## src/rtl/hack_mem_arbiter.sv

```systemverilog
// Hack data-memory arbiter: shares one synchronous RAM between the CPU data port
// and video scan-out, and decodes the keyboard register and out-of-range CPU accesses.
module hack_mem_arbiter #(
    parameter int RD_LAT = 1
) (
    input  logic        clk,
    input  logic        reset,
    input  logic        cpu_req_i,
    input  logic        cpu_we_i,
    input  logic [14:0] cpu_addr_i,
    input  logic [15:0] cpu_wdata_i,
    output logic        cpu_ack_o,
    output logic [15:0] cpu_rdata_o,
    input  logic        vid_req_i,
    input  logic        vid_urgent_i,
    input  logic [12:0] vid_addr_i,
    output logic        vid_ack_o,
    output logic [15:0] vid_rdata_o,
    input  logic [15:0] kbd_i,
    output logic        ram_en_o,
    output logic        ram_we_o,
    output logic [14:0] ram_addr_o,
    output logic [15:0] ram_wdata_o,
    input  logic [15:0] ram_rdata_i
);

    typedef enum logic [1:0] {IDLE, ISSUE, WAIT, DONE} state_t;

    localparam logic        GNT_CPU  = 1'b0;
    localparam logic        GNT_VID  = 1'b1;
    localparam logic [14:0] KBD_ADDR = 15'h6000;

    state_t      state_q, state_d;
    logic        last_q, last_d;
    logic        gnt_q, gnt_d;
    logic        wr_q, wr_d;
    logic [1:0]  wait_q, wait_d;
    logic        ram_en_q, ram_en_d;
    logic        ram_we_q, ram_we_d;
    logic [14:0] ram_addr_q, ram_addr_d;
    logic [15:0] ram_wdata_q, ram_wdata_d;
    logic [15:0] cpu_rdata_q, cpu_rdata_d;
    logic [15:0] vid_rdata_q, vid_rdata_d;
    logic        vid_wins;

    // Urgent video always wins; otherwise alternate away from the last grant.
    assign vid_wins = vid_req_i & (vid_urgent_i | ~cpu_req_i | (last_q == GNT_CPU));

    always_comb begin
        state_d     = state_q;
        last_d      = last_q;
        gnt_d       = gnt_q;
        wr_d        = wr_q;
        wait_d      = wait_q;
        ram_en_d    = 1'b0;
        ram_we_d    = 1'b0;
        ram_addr_d  = ram_addr_q;
        ram_wdata_d = ram_wdata_q;
        cpu_rdata_d = cpu_rdata_q;
        vid_rdata_d = vid_rdata_q;
        case (state_q)
            IDLE: begin
                if (vid_wins) begin
                    gnt_d      = GNT_VID;
                    last_d     = GNT_VID;
                    wr_d       = 1'b0;
                    ram_en_d   = 1'b1;
                    ram_addr_d = {2'b10, vid_addr_i};
                    state_d    = ISSUE;
                end else if (cpu_req_i) begin
                    gnt_d  = GNT_CPU;
                    last_d = GNT_CPU;
                    wr_d   = cpu_we_i;
                    if (cpu_addr_i < KBD_ADDR) begin
                        ram_en_d   = 1'b1;
                        ram_we_d   = cpu_we_i;
                        ram_addr_d = cpu_addr_i;
                        state_d    = ISSUE;
                        if (cpu_we_i) begin
                            ram_wdata_d = cpu_wdata_i;
                            cpu_rdata_d = '0;
                        end
                    end else begin
                        cpu_rdata_d = (cpu_addr_i == KBD_ADDR && !cpu_we_i) ? kbd_i : '0;
                        state_d     = DONE;
                    end
                end
            end
            ISSUE: begin
                if (wr_q) begin
                    state_d = DONE;
                end else begin
                    wait_d  = 2'(RD_LAT - 1);
                    state_d = WAIT;
                end
            end
            // Read data becomes valid RD_LAT cycles after the ISSUE edge; capture on the last one.
            WAIT: begin
                if (wait_q == 2'd0) begin
                    if (gnt_q == GNT_VID) vid_rdata_d = ram_rdata_i;
                    else                  cpu_rdata_d = ram_rdata_i;
                    state_d = DONE;
                end else begin
                    wait_d = wait_q - 2'd1;
                end
            end
            DONE:    state_d = IDLE;
            default: state_d = IDLE;
        endcase
    end

    always_ff @(posedge clk or posedge reset) begin
        if (reset) begin
            state_q     <= IDLE;
            last_q      <= GNT_VID;
            gnt_q       <= GNT_CPU;
            wr_q        <= 1'b0;
            wait_q      <= '0;
            ram_en_q    <= 1'b0;
            ram_we_q    <= 1'b0;
            ram_addr_q  <= '0;
            ram_wdata_q <= '0;
            cpu_rdata_q <= '0;
            vid_rdata_q <= '0;
        end else begin
            state_q     <= state_d;
            last_q      <= last_d;
            gnt_q       <= gnt_d;
            wr_q        <= wr_d;
            wait_q      <= wait_d;
            ram_en_q    <= ram_en_d;
            ram_we_q    <= ram_we_d;
            ram_addr_q  <= ram_addr_d;
            ram_wdata_q <= ram_wdata_d;
            cpu_rdata_q <= cpu_rdata_d;
            vid_rdata_q <= vid_rdata_d;
        end
    end

    assign cpu_ack_o   = (state_q == DONE) && (gnt_q == GNT_CPU);
    assign vid_ack_o   = (state_q == DONE) && (gnt_q == GNT_VID);
    assign cpu_rdata_o = cpu_rdata_q;
    assign vid_rdata_o = vid_rdata_q;
    assign ram_en_o    = ram_en_q;
    assign ram_we_o    = ram_we_q;
    assign ram_addr_o  = ram_addr_q;
    assign ram_wdata_o = ram_wdata_q;

endmodule
```

## config.mk

```make
export PLATFORM = sky130hd
export DESIGN_NAME = hack_mem_arbiter
export DESIGN_NICKNAME = d
export VERILOG_FILES = /design/src/rtl/hack_mem_arbiter.sv
export SDC_FILE = /design/constraint.sdc
export NUM_CORES = 1
export LEC_CHECK = 0
export ABC_AREA = 1
export BUFFER_PORTS_ARGS = -buffer_cell sky130_fd_sc_hd__buf_2
export CORE_MARGIN = 2
export CORE_UTILIZATION = 48
export DETAILED_ROUTE_END_ITERATION = 8
export GPL_TIMING_DRIVEN = 0
export PLACE_DENSITY = 0.8
export RECOVER_POWER = 50
export SYNTH_ARGS = -nofsm -noshare
export SYNTH_HDL_FRONTEND = slang
export SYNTH_SLANG_ARGS = --single-unit
export TNS_END_PERCENT = 10
```

## constraint.sdc

```tcl
create_clock -name clk -period 2.3 [get_ports clk]
set_input_delay 0.23 -clock clk [delete_from_list [all_inputs] [get_ports clk]]
set_output_delay 0.23 -clock clk [all_outputs]
set_load 0.005 [all_outputs]
```

* Word level (Yosys, flattened, before mapping)
Index checks and enable logic that the tools add are counted.
Storage, ports and cells: bits in registers 72, bits of input ports 82, output and inout bits 67, word-level logic and storage cells 81
Operators by class: add/subtract/negate cells 1, $lt $le $gt $ge 1, equal/unequal tests 12, mux-type cells 32, bitwise operators 7, reductions and logical operators 17
Operators by type and width (count):
- $mux W16 | 7
- $mux W15 | 3
- $pmux W16 S2 | 1
- $eq A15 B15 Y1 const B | 1
- $lt A15 B15 Y1 const B | 1
- $mux W1 | 13
- $mux W2 | 6
- $ne A2 B2 Y1 const B | 6
- $reduce_and A3 Y1 | 3
- $pmux W2 S4 | 1
- $reduce_bool A2 Y1 | 4
- $ne A3 B3 Y1 const B | 2
- $reduce_and A6 Y1 | 1
- $reduce_and A5 Y1 | 1
- $eq A2 B2 Y1 const B | 2
- $logic_not A2 Y1 | 2
- $not A1 Y1 | 4
- $pmux W2 S2 | 1
- $reduce_and A2 Y1 | 2
- $logic_and A1 B1 Y1 | 3
- $eq A2 B1 Y1 const B | 1
- $or A1 B1 Y1 | 2
- $sub A2 B1 Y2 const B | 1
- $and A1 B1 Y1 | 1
- $logic_not A1 Y1 | 1

* Logic depth before layout (Yosys ltp)
word-level depth 7, gate-level depth with buffers 11

* Worst setup path after synthesis
No wires, ideal clock.
path type reg-to-reg, start register state_q[0], end register cpu_rdata_q[7], in the netlist cpu_rdata_o[7], library setup time 0.116 ns, arrival time 1.593 ns, data required time 2.184 ns, setup slack 0.592 ns, cell stages (with the launch flop) 11, clock period less this slack 1.708 ns, cells stage by stage dfrtp_1 -> inv_1 -> ha_1 -> buf_6 -> nand2_1 -> nand3_1 -> nor2_4 -> buf_2 -> nand3_1 -> nor2_1 -> nor2_1
Between the ends: word-level cells in the longest chain between the ends 3, elaborated cells on any way between the ends 10, classes of those cells eq/ne: 6; mux: 1; reduce/logical: 3
Ends and longest elaborated chain:
- start, declared | line 33 | state_t state_q, state_d;
- start signal, assigned | line 126 | state_q <= state_d;
- $eq A2 B2 Y1 / $logic_not A2 Y1 (equally long branches) | line 61 | case (state_q)
- $ne A2 B2 Y1 (no source line), or another cell as far along
- $reduce_and A6 Y1 (no source line)
- end signal, assigned | line 135 | cpu_rdata_q <= cpu_rdata_d;
- end, declared | line 42 | logic [15:0] cpu_rdata_q, cpu_rdata_d;
Several ways; a longest one is shown, not always the timed one. A chain may end at the register's enable or synchronous reset.

* Worst setup path in the final report
Same ends and word-level chain as after synthesis.

==> results.yml <==
run_status:
  status: "finished, final reports clean"
synth:
  ys_types: 26
  yosysSeqAreaShare_pct: 50.5
  synthMuxAreaShare_pct: 5.05
  synth_seq_cells: 72
  syn-num-nets: 552
  yosysWarnings: 0
  synth-compound-area-share_pct: 3.72
  synth_simple_gate_area_share_pct: 29.4
  synth_xor_area_share_pct: 0
  synth_area_um2: 3570
  synth_top_family_by_area: "simple AND/OR/NAND/NOR gates"
  syn_avg_cell_area_um2: 7.68
  netlist_instances: 465
  yosys.area_share.adder_pct: 1.75
global_route:
  grt_max_degree: 73
  groute.usage.overall_pct: 21.9
  grt_pass1_vias: 3332
  grt_pass1_wl_um: 14600
  gr-total-overflow: 0
  antenna_found_initial: 0
final_layout:
  fin_util_pct: 64.1
  mostFrequentLayoutCell: "nand2_1"
  final_nets: 711
  drive_above_1_share_pct: 29.6
  layout-area-overhead-vs-synth_pct: 29.6
  antenna_cells: 0
  final_cell_mix: "nand2_1, buf_2, dfrtp_1"
  nFillCells: 672
clocking:
  numCtsBuffers: 9
  holdBufCountCts: 0
  path_clk_slew_ns: 0.07
  cts_setup_buffers: 0
  htree_levels: 3
  clock_sinks: 72
  ctsResizeCount: 0
  clk_latency_ns: 0.34
  ctsLongestPathBuffers: 2
  cts_root_buf: "clkbuf_8"
  tritoncts: "built"
flow_run:
  maxCapViolations: 0
routing:
  num_vias: 3362
  vias_per_cell: 4.62
  ant_nets: 0
  dr.pass1.iters: 4
  drc: 0
  drt-initial-drc-count: 135
  wirelength_um: 8490
  wire_per_inst_um: 11.7
sta:
  slew_violations: 0
  fin_ws_ns: 0.310
  period_needed_ns: 1.99
  max_slew_margin_pct: 3.66
  skew_ns: 0.00945
  setup-tns-final_ns: 0
  period_share_pct: 86.5
  worst_slew_pin_slew_ns: 1.45
  setup_viol: 0
  clock.fmax_mhz: 503
  final_hold_viol_count: 0
  rsz0062_at_grt: "no"
place:
  gp_congestion: 0.914
  io_buffers: 148
  dp_hpwl_um: 6380
  preCtsSetupSlack_ns: 0.335
pwr:
  ir_drop_mv: 0.532
  power_density_nw_per_um2: 1250
  p_leak_nw: 2.64
die:
  die_x_um: 90.2
  start_util_pct: 49.5
  core_um2: 7210
  die_area_um2: 8140
  io-pin-count: 149
  die_h_um: 90.2
  rows: 31
worst_setup_path:
  worstSetupPathType: "flip-flop to flip-flop"
  cp_max_fo: 10
  worstPathRequired_ns: 2.53
  crit_arrival_ns: 2.22
  crit_path_start_kind: "flip-flop"
  crit_path_end_kind: "flip-flop"
min_path:
  hold_class: "input port to flip-flop"
## final timing paths
path | startpoint | to | slack (ns) | cells past startpoint
setup / recovery | state_q[0]$_DFFE_PP0P_ | cpu_rdata_o[7]$_DFFE_PP0P_ | 0.31 | 10
hold / removal | cpu_wdata_i[0] | ram_wdata_o[0]$_DFFE_PP0P_ | 0.08 | 3
setup reg to reg | state_q[0]$_DFFE_PP0P_ | cpu_rdata_o[7]$_DFFE_PP0P_ | 0.31 | 10
hold reg to reg | ram_wdata_o[1]$_DFFE_PP0P_ | ram_wdata_o[1]$_DFFE_PP0P_ | 0.48 | 2
max in group asynchronous | reset | vid_rdata_o[11]$_DFFE_PP0P_ | 1.13 | 2
min in group asynchronous | reset | vid_rdata_o[6]$_DFFE_PP0P_ | 0.29 | 2
## state kept, by name (all words and copies together), names as in the netlist, 2 cells and up
signal,flops
cpu_rdata_o,16
ram_addr_o,15
ram_wdata_o,16
state_q,2
vid_rdata_o,16
wait_q,2
## layer usage
layer  up-vias  track usage (%)  wire, um
li1       1714                -         -
met1      1532             28.1      3690
met2       107             37.2      4100
met3         9             4.44       593
met4         0             7.44       107
met5         -                0         0
## kinds of logic after synthesis
kind of cell	after synthesis
compound gates	25
simple gates	264
flops	72
fa+ha+maj	5
buf+inv	83
mux	16
## synthesized netlist by cell type
| cell type | n | area share (%) |
|---|---|---|
| a21boi_0 | 1 | 0.21 |
| a21oi_1 | 2 | 0.28 |
| buf_1 | 1 | 0.11 |
| buf_2 | 7 | 0.98 |
| buf_6 | 3 | 0.95 |
| clkbuf_1 | 4 | 0.42 |
| dfrtp_1 | 71 | 50 |
| dfstp_2 | 1 | 0.74 |
| ha_1 | 5 | 1.8 |
| inv_1 | 58 | 6.1 |
| inv_2 | 10 | 1.1 |
| mux2_1 | 10 | 3.2 |
| mux2_2 | 6 | 1.9 |
| nand2_1 | 172 | 18 |
| nand2_2 | 2 | 0.35 |
| nand2_4 | 1 | 0.32 |
| nand3_1 | 22 | 3.1 |
| nand3_2 | 1 | 0.28 |
| nor2_1 | 63 | 6.6 |
| nor2_2 | 1 | 0.18 |
| nor2_4 | 1 | 0.32 |
| nor3_1 | 1 | 0.14 |
| o211ai_1 | 1 | 0.21 |
| o21ai_0 | 18 | 2.5 |
| o21ai_1 | 1 | 0.14 |
| o22ai_1 | 2 | 0.35 |
## power breakdown
part	internal, mW	leakage (nW)	switching [mW]	total [mW]
clock	0.556	0.101	0.465	1.02
sequential	1.89	0.878	0.316	2.20
combinational	1.10	1.66	1.43	2.53
total	3.55	2.64	2.21	5.76
## through the flow
step                      hold WS (ns)  power (mW)  std cells  area [um^2]
after CTS                       0.0726        5.84        728         4640
final                           0.0800        5.76        728         4630
after detailed placement         0.429        4.79        712         4440
after floorplan                  0.340        3.78        465         3570
after global routing            0.0858        6.30        728         4630
after global placement           0.422        4.70        712         4430
## worst max-delay path: stages (launching register included)
cell	delay [ns]
dfrtp_1	0.38
inv_1	0.11
ha_1	0.26
buf_6	0.16
nand2_1	0.06
nand3_1	0.12
nor2_4	0.26
buf_2	0.25
nand3_1	0.10
nor2_1	0.13
nor2_1	0.05
## area by class of cell
class,instances,area [um^2],share of cell area [%]
Sequential cell,72,1800,39.0
Multi-Input combinational cell,310,1420,30.8
Timing Repair Buffer,148,726,15.7
Inverter,68,255,5.52
Clock buffer,11,151,3.27
Tap cell,99,124,2.68
Buffer,15,87.6,1.89
Clock inverter,5,55.1,1.19
(Power assumes the default switching activity.)
